`src/rtl/body_integrator.sv`:
```
// body_integrator: one semi-implicit Euler timestep over N bodies held in a
// shared 80-bit BRAM. For each body it reads the body word and its force word,
// then updates velocity, then position (using the new velocity), with 16-bit
// saturation, and writes the body back in place. Six cycles per body.
module body_integrator #(
  parameter int N          = 16,
  parameter int ADDR_WIDTH = 16,
  parameter int FORCE_BASE = 400,
  parameter int DT_SHIFT   = 6
) (
  input  logic                  clk,
  input  logic                  reset,
  input  logic                  start,
  output logic                  busy,
  output logic                  done,
  output logic [ADDR_WIDTH-1:0] bram_addr,
  output logic                  bram_rd_en,
  output logic                  bram_wr_en,
  output logic [79:0]           bram_wr_data,
  input  logic [79:0]           bram_rd_data
);

  localparam int IW = (N > 1) ? $clog2(N) : 1;

  typedef enum logic [2:0] {
    IDLE, RD_BODY, CAP_BODY, RD_FORCE, CAP_FORCE, UPDATE, WRITE, DONE
  } state_t;

  state_t state_reg, state_next;

  logic [IW-1:0]      idx_reg;
  logic [79:0]        body_reg;
  logic signed [31:0] fx_reg, fy_reg;
  logic signed [15:0] x_new_reg, y_new_reg, vx_new_reg, vy_new_reg;

  // Upper 16 bits of a force word are padding and carry no information.
  logic unused_force_hi;
  assign unused_force_hi = ^bram_rd_data[79:64];

  // Clamp a sign-extended sum into the signed 16-bit range.
  function automatic logic signed [15:0] sat16(input logic signed [32:0] v);
    if (v > 33'sd32767)       return 16'sh7fff;
    else if (v < -33'sd32768) return 16'sh8000;
    else                      return v[15:0];
  endfunction

  logic signed [15:0] x_cur, y_cur, vx_cur, vy_cur;
  logic signed [31:0] dvx, dvy;
  logic signed [32:0] vx_sum, vy_sum;
  logic signed [15:0] vx_next, vy_next, vx_step, vy_step;
  logic signed [16:0] x_sum, y_sum;
  logic signed [15:0] x_next, y_next;

  assign x_cur  = body_reg[79:64];
  assign y_cur  = body_reg[63:48];
  assign vx_cur = body_reg[47:32];
  assign vy_cur = body_reg[31:16];

  // Velocity first: v' = sat(v + (a >>> shift)), widened so the sum never wraps.
  assign dvx     = fx_reg >>> DT_SHIFT;
  assign dvy     = fy_reg >>> DT_SHIFT;
  assign vx_sum  = {{17{vx_cur[15]}}, vx_cur} + {dvx[31], dvx};
  assign vy_sum  = {{17{vy_cur[15]}}, vy_cur} + {dvy[31], dvy};
  assign vx_next = sat16(vx_sum);
  assign vy_next = sat16(vy_sum);

  // Position uses the already-updated velocity (semi-implicit Euler).
  assign vx_step = vx_next >>> DT_SHIFT;
  assign vy_step = vy_next >>> DT_SHIFT;
  assign x_sum   = {x_cur[15], x_cur} + {vx_step[15], vx_step};
  assign y_sum   = {y_cur[15], y_cur} + {vy_step[15], vy_step};
  assign x_next  = sat16({{16{x_sum[16]}}, x_sum});
  assign y_next  = sat16({{16{y_sum[16]}}, y_sum});

  // State register and datapath captures for the current phase.
  always_ff @(posedge clk) begin
    if (reset) begin
      state_reg  <= IDLE;
      idx_reg    <= '0;
      body_reg   <= '0;
      fx_reg     <= '0;
      fy_reg     <= '0;
      x_new_reg  <= '0;
      y_new_reg  <= '0;
      vx_new_reg <= '0;
      vy_new_reg <= '0;
    end else begin
      state_reg <= state_next;
      case (state_reg)
        IDLE, DONE: if (start) idx_reg <= '0;
        CAP_BODY:   body_reg <= bram_rd_data;
        CAP_FORCE: begin
          fx_reg <= bram_rd_data[63:32];
          fy_reg <= bram_rd_data[31:0];
        end
        UPDATE: begin
          x_new_reg  <= x_next;
          y_new_reg  <= y_next;
          vx_new_reg <= vx_next;
          vy_new_reg <= vy_next;
        end
        WRITE:      idx_reg <= idx_reg + 1'b1;
        default:    ;
      endcase
    end
  end

  // Next-state sequencing and BRAM strobes, decoded from the current state.
  always_comb begin
    state_next   = state_reg;
    bram_addr    = '0;
    bram_rd_en   = 1'b0;
    bram_wr_en   = 1'b0;
    bram_wr_data = '0;
    busy         = 1'b1;
    done         = 1'b0;
    case (state_reg)
      IDLE: begin
        busy = 1'b0;
        if (start) state_next = RD_BODY;
      end
      RD_BODY: begin
        bram_rd_en = 1'b1;
        bram_addr  = ADDR_WIDTH'(idx_reg);
        state_next = CAP_BODY;
      end
      CAP_BODY:  state_next = RD_FORCE;
      RD_FORCE: begin
        bram_rd_en = 1'b1;
        bram_addr  = ADDR_WIDTH'(FORCE_BASE) + ADDR_WIDTH'(idx_reg);
        state_next = CAP_FORCE;
      end
      CAP_FORCE: state_next = UPDATE;
      UPDATE:    state_next = WRITE;
      WRITE: begin
        // Never write while reset is asserted, even if the state says WRITE.
        bram_wr_en   = !reset;
        bram_addr    = ADDR_WIDTH'(idx_reg);
        bram_wr_data = {x_new_reg, y_new_reg, vx_new_reg, vy_new_reg, body_reg[15:0]};
        state_next   = (idx_reg == IW'(N - 1)) ? DONE : RD_BODY;
      end
      DONE: begin
        busy = 1'b0;
        done = 1'b1;
        if (start) state_next = RD_BODY;
      end
      default: state_next = IDLE;
    endcase
  end

endmodule

```
`config.mk`:
```
export PLATFORM = sky130hd
export DESIGN_NAME = body_integrator
export DESIGN_NICKNAME = d
export VERILOG_FILES = /design/src/rtl/body_integrator.sv
export SDC_FILE = /design/constraint.sdc
export NUM_CORES = 1
export LEC_CHECK = 0
export ABC_CLOCK_PERIOD_IN_PS = 17540
export BUFFER_PORTS_ARGS = -buffer_cell sky130_fd_sc_hd__buf_2
export CORE_MARGIN = 2
export CORE_UTILIZATION = 57
export DETAILED_ROUTE_END_ITERATION = 12
export GPL_ROUTABILITY_DRIVEN = 0
export PLACE_DENSITY_LB_ADDON = 0.05
export SLEW_MARGIN = 20
export SYNTH_ARGS = -nofsm -noshare
export SYNTH_HDL_FRONTEND = slang
export SYNTH_SLANG_ARGS = --single-unit
```
`constraint.sdc`:
```
create_clock -name clk -period 17.54 [get_ports clk]
set_clock_uncertainty 0.15 [all_clocks]
set_input_delay 2.631 -clock clk [delete_from_list [all_inputs] [get_ports clk]]
set_output_delay 2.631 -clock clk [all_outputs]
set_load 0.02 [all_outputs]
```
After elaboration in Yosys (flattened, before gate mapping)
Cells that the tools add are included.
{"block": "word_totals", "regBits": 215, "latchBits": 0, "ramBits": 0, "mem_bits_ro": 0, "in_bits": 83, "output_inout_bits": 100, "elab_cells": 58, "memories": 0}
{"block": "classes", "add_sub_neg": 6, "n_mul": 0, "div_mod_pow": 0, "order_cmp": 8, "eq_ne": 9, "shift": 0, "n_mux": 19, "bitwise": 0, "n_reduce_logical": 7}
{"op": "$mux W16", "count": 8}
{"op": "$mux W80", "count": 1}
{"op": "$add A16 B26 Y27", "count": 2}
{"op": "$gt A27 B16 Y1 const B", "count": 2}
{"op": "$lt A27 B16 Y1 const B", "count": 2}
{"op": "$add A16 B10 Y17", "count": 2}
{"op": "$gt A17 B16 Y1 const B", "count": 2}
{"op": "$lt A17 B16 Y1 const B", "count": 2}
{"op": "$pmux W3 S7", "count": 1}
{"op": "$pmux W10 S2", "count": 1}
{"op": "$eq A3 B3 Y1 const B", "count": 4}
{"op": "$add A9 B4 Y10 const A", "count": 1}
{"op": "$pmux W4 S2", "count": 1}
{"op": "$eq A3 B2 Y1 const B", "count": 2}
{"op": "$mux W3", "count": 2}
{"op": "$reduce_or A2 Y1", "count": 3}
{"op": "$add A4 B1 Y4 const B", "count": 1}
{"op": "$eq A4 B4 Y1 const B", "count": 1}
{"op": "$mux W1", "count": 4}
{"op": "$mux W4", "count": 1}
{"op": "$eq A3 B1 Y1 const B", "count": 1}
{"op": "$logic_not A3 Y1", "count": 1}
{"op": "$ne A2 B1 Y1 const B", "count": 1}
{"op": "$reduce_and A2 Y1", "count": 1}
{"op": "other kinds (2)", "count": 2}

Logic depth before layout (Yosys ltp)
{"block": "depth", "depth_word": 8, "depth_mapped": 28, "ltp_nobuf": 26}

Least setup slack after synthesis
OpenSTA, ideal clock, no wires.
{"block": "synth_path", "path_kind": "input to output", "startpoint": "in reset", "endpoint": "out bram_wr_en", "arrival_time_ns": 3.567, "t_required_ns": 14.759, "slack_ns": 11.192, "cell_stages": 4, "n_path_buf": 3, "path_cell_list": "clkbuf_1 clkbuf_1 clkbuf_1 nor2_1"}
{"block": "synth_via", "elab_chain_len": 2}
{"item": "start: declaration", "line_no": "12", "rtl": "input logic reset,"}
{"item": "$logic_not A1 Y1", "line_no": "137", "rtl": "bram_wr_en = !reset;"}
{"item": "$mux W1", "line_no": "117", "rtl": "case (state_reg)"}
{"item": "end: declaration", "line_no": "18", "rtl": "output logic bram_wr_en,"}
No other way between the ends.

Final worst setup path
{"block": "layout_path", "startpoint": "reg body_reg[47]", "endpoint": "reg x_new_reg[1]"}
{"block": "layout_via", "elab_chain_len": 8, "elab_cells_between_ends": 10, "cone_classes": "2 x add/sub; 4 x order compare; 4 x mux"}
{"item": "start: declaration", "line_no": "32", "rtl": "logic [79:0] body_reg;"}
{"item": "start signal: assignment", "line_no": "91", "rtl": "CAP_BODY: body_reg <= bram_rd_data;"}
{"item": "$add A16 B26 Y27 *", "line_no": "62", "rtl": "assign vx_sum = {{17{vx_cur[15]}}, vx_cur} + {dvx[31], dvx};"}
{"item": "$lt A27 B16 Y1", "line_no": "43", "rtl": "else if (v < -33'sd32768) return 16'sh8000;"}
{"item": "$mux W16", "line_no": "43"}
{"item": "$mux W16 *", "line_no": "42", "rtl": "if (v > 33'sd32767) return 16'sh7fff;"}
{"item": "named net vx_next[7]", "line_no": "50", "rtl": "logic signed [15:0] vx_next, vy_next, vx_step, vy_step;"}
{"item": "$add A16 B10 Y17 *", "line_no": "70", "rtl": "assign x_sum = {x_cur[15], x_cur} + {vx_step[15], vx_step};"}
{"item": "$lt A17 B16 Y1", "line_no": "43"}
{"item": "$mux W16", "line_no": "43"}
{"item": "$mux W16 *", "line_no": "42"}
{"item": "end signal: assignment", "line_no": "97", "rtl": "x_new_reg <= x_next;"}
{"item": "end: declaration", "line_no": "34", "rtl": "logic signed [15:0] x_new_reg, y_new_reg, vx_new_reg, vy_new_reg;"}
The timed path passes the listed nets; every way through them passes the cells marked *.
A chain may end at the register's enable or synchronous reset.

==> impl_metrics.csv <==
group,metric,value,unit
global_routing,grt_pass1_wl,55770,µm
synthesis,synth_ff_type,"dfxtp_1",
placement,dpl_cell_area,13560,µm²
final_layout,fin_cells,2038,
clock_tree,cts_sinks,203,
placement,dp_hpwl,24850,µm
final_layout,nNetsFinal,1914,
synthesis,avgSynthCellArea,7.769,µm²
timing,tns,0,ps
clock_tree,cts_tree,"built",
global_routing,grt_overflow_total,0,
placement,io_buffers,173,
pwr,leakage,6.109,nW
placement,dp_cells,1996,
run_status,status,"completed",
floorplan,core-area,21760,µm²
synthesis,ys_seq_area_share,32.21,%
setup_path,cp.required,17750,ps
final_layout,diodes,0,
floorplan,die_h,152.8,µm
setup_path,crit_path_cell_trace,"ha_1, nand2_1, or4_1, nor3_1, nor3_1, nor4bb_1, nor2_1, a31oi_1, nor2_1, or2_1, ha_1, a211oi_1, o21ai_0, a31oi_1, a21oi_1, and4_1, a2111o_1, a21oi_1, xor2_1, maj3_1, a211oi_1",
clock_tree,root_buffer,"clkbuf_16",
floorplan,dieArea,23340,µm²
synthesis,netlist_area,12620,µm²
drt,wirelength,34110,µm
synthesis,yosysMostFrequentCell,"nand2_1",
clock_tree,clk_latency,520,ps
synthesis,synthArstFlopShare,0,%
timing,timing.hold.ws,297.0,ps
synthesis,yosys.cell_types.count,85,
drt,drt_pass1_iterations,6,
floorplan,rows,54,
hold_path,worstHoldPathType,"reg2reg",
timing,worst_slew_pin_slew,1130,ps
timing,grt_setup_unrepaired,"no",
timing,period_needed,7225,ps
synthesis,synth_top_area_share,32.21,%
pwr,irDropWorstVdd,0.07966,mV
synthesis,synth_edf_count,0,
timing,fin_crit_sh,41.19,%
final_layout,layout-drive-gt1-share,15.24,%
setup_path,worst_setup_path_start_kind,"flop",
drt,wl_per_cell,16.74,µm
clock_tree,cts-htree-levels,1,
drt,drc,0,
global_routing,first_global_vias,11239,
clock_tree,postCtsSetupBuffers,0,
setup_path,slowest_delay,900,ps
clock_tree,cts_resized,0,
drt,via_per_inst,5.802,
synthesis,yosysTopAreaCell,"dfxtp_1",
final_layout,largest_reg_flops,80,
synthesis,syn_inst,1624,
clock_tree,ctsHoldBuffers,0,
synthesis,synth_area_leaders,"dfxtp_1, nand2_1, ha_1",
setup_path,end_kind,"flop",
setup_path,crit_fanout,15,
drt,antenna_left,0,
clock_tree,cts_buffer_depth,3,
final_layout,design_area,14440,µm²
floorplan,io_pins,183,
drt,route.vias.total,11824,
timing,finalHoldViolCount,0,
timing,finalSetupViolCount,0,
setup_path,path_class,"reg2reg",
timing,final_max_slew_viol_count,0,
floorplan,initial_core_util,57.99,%
pwr,power.density,91.14,nW/µm²
setup_path,cp_slowest_cell,"xor2_1",
global_routing,antenna_found_initial,0,
clock_tree,clk_pin_slew,60,ps
global_routing,grt_max_degree,86,
synthesis,ys_warn_count,0,
timing,clock.fmax,138.4,MHz
floorplan,die_w,152.8,µm
setup_path,critPathArrivalTime,7440,ps
job,drv_cap,0,
timing,slew_headroom,24.40,%
synthesis,synth-seq-cells,203,
clock_tree,numCtsBuffers,24,
synthesis,synthTopCellsByCount,"nand2_1, a21oi_1, dfxtp_1",
drt,drt-initial-drc-count,695,
global_routing,grt_usage,28.33,%
final_layout,syn_to_final_growth,14.43,%
[worst paths after layout]
path	cells after the start	slack [ps]	start	end
setup reg to reg	21	10310	body_reg[47]	x_new_reg[1]
hold reg to reg	2	300	body_reg[1]	body_reg[1]
hold / removal	2	300	body_reg[1]	body_reg[1]
setup / recovery	21	10310	body_reg[47]	x_new_reg[1]
[metal layers]
metal | track usage [%] | vias up | wire length [µm] | share of wire (%)
li1 | - | 5926 | - | -
met2 | 48.22 | 337 | 15930 | 47
met5 | 0 | - | 0 | 0
met3 | 4.039 | 60 | 1896 | 5.6
met1 | 37.83 | 5501 | 15460 | 45
met4 | 7.407 | 0 | 826 | 2.4
[final cells by class]
| type | count | area, µm² |
|---|---|---|
| multi-input cells | 1295 | 8069 |
| fillers | 1964 | 7318 |
| flip-flops and latches | 203 | 4064 |
| repair buffers | 185 | 958.4 |
| clock buffers | 32 | 691.9 |
| well taps | 280 | 350.3 |
| clock inverters | 10 | 180.2 |
| inverters | 33 | 123.9 |
[cell families after synthesis]
kind of cell    after synthesis  share of synthesized area, %
compound gates              477                         25.46
xor+xnor                     61                         4.234
fa+ha+maj                   105                         10.33
buf+inv                     134                         4.443
flops                       203                         32.21
mux                           2                        0.1686
other cells                   1                       0.02972
simple gates                641                         23.13
[critical path, delay by kind of cell (launching register included)]
family          cells  cell delay [ps]
simple gates        9             2320
compound gates      8             2060
fa+ha+maj           3             1030
xor+xnor            1              900
flops               1              610
[cells in the final DEF (no fill, tap or decap), drive strengths merged, types with 5 or more instances in the layout]
| cell type | instances |
|---|---|
| nand2 | 326 |
| a21oi | 211 |
| dfxtp | 203 |
| buf | 185 |
| nor2 | 103 |
| and2 | 92 |
| ha | 85 |
| a211oi | 57 |
| o21bai | 33 |
| o21ai | 33 |
| xnor2 | 32 |
| clkbuf | 32 |
| inv | 31 |
| a21o | 30 |
| xor2 | 29 |
| nor3 | 27 |
| nand3 | 26 |
| maj3 | 16 |
| o21a | 15 |
| nor2b | 14 |
| a31oi | 14 |
| o22ai | 12 |
| a2111oi | 11 |
| nor4 | 10 |
| conb | 9 |
| nand4 | 8 |
| a211o | 8 |
| nand2b | 7 |
| and3 | 7 |
| o211ai | 7 |
| o31ai | 6 |
| or2 | 6 |
| and4 | 5 |
| or3 | 5 |
| bufinv | 5 |
| clkinv | 5 |
[power breakdown]
group | switching [mW] | internal (mW) | total [mW]
combinational | 0.171 | 0.110 | 0.281
sequential | 0.0118 | 0.477 | 0.489
clock | 0.197 | 0.349 | 0.546
total | 0.380 | 0.936 | 1.32
[through the flow]
step,utilization [%],worst slack [ps],power [mW]
after global placement,62.30,10610,0.7715
after detailed placement,62.32,10390,0.7760
after CTS,66.33,10400,1.320
final,66.36,10310,1.316
after floorplan,-,11190,0.7101
after global routing,66.36,9635,1.372
No activity file was read; power rests on OpenSTA's default activity.
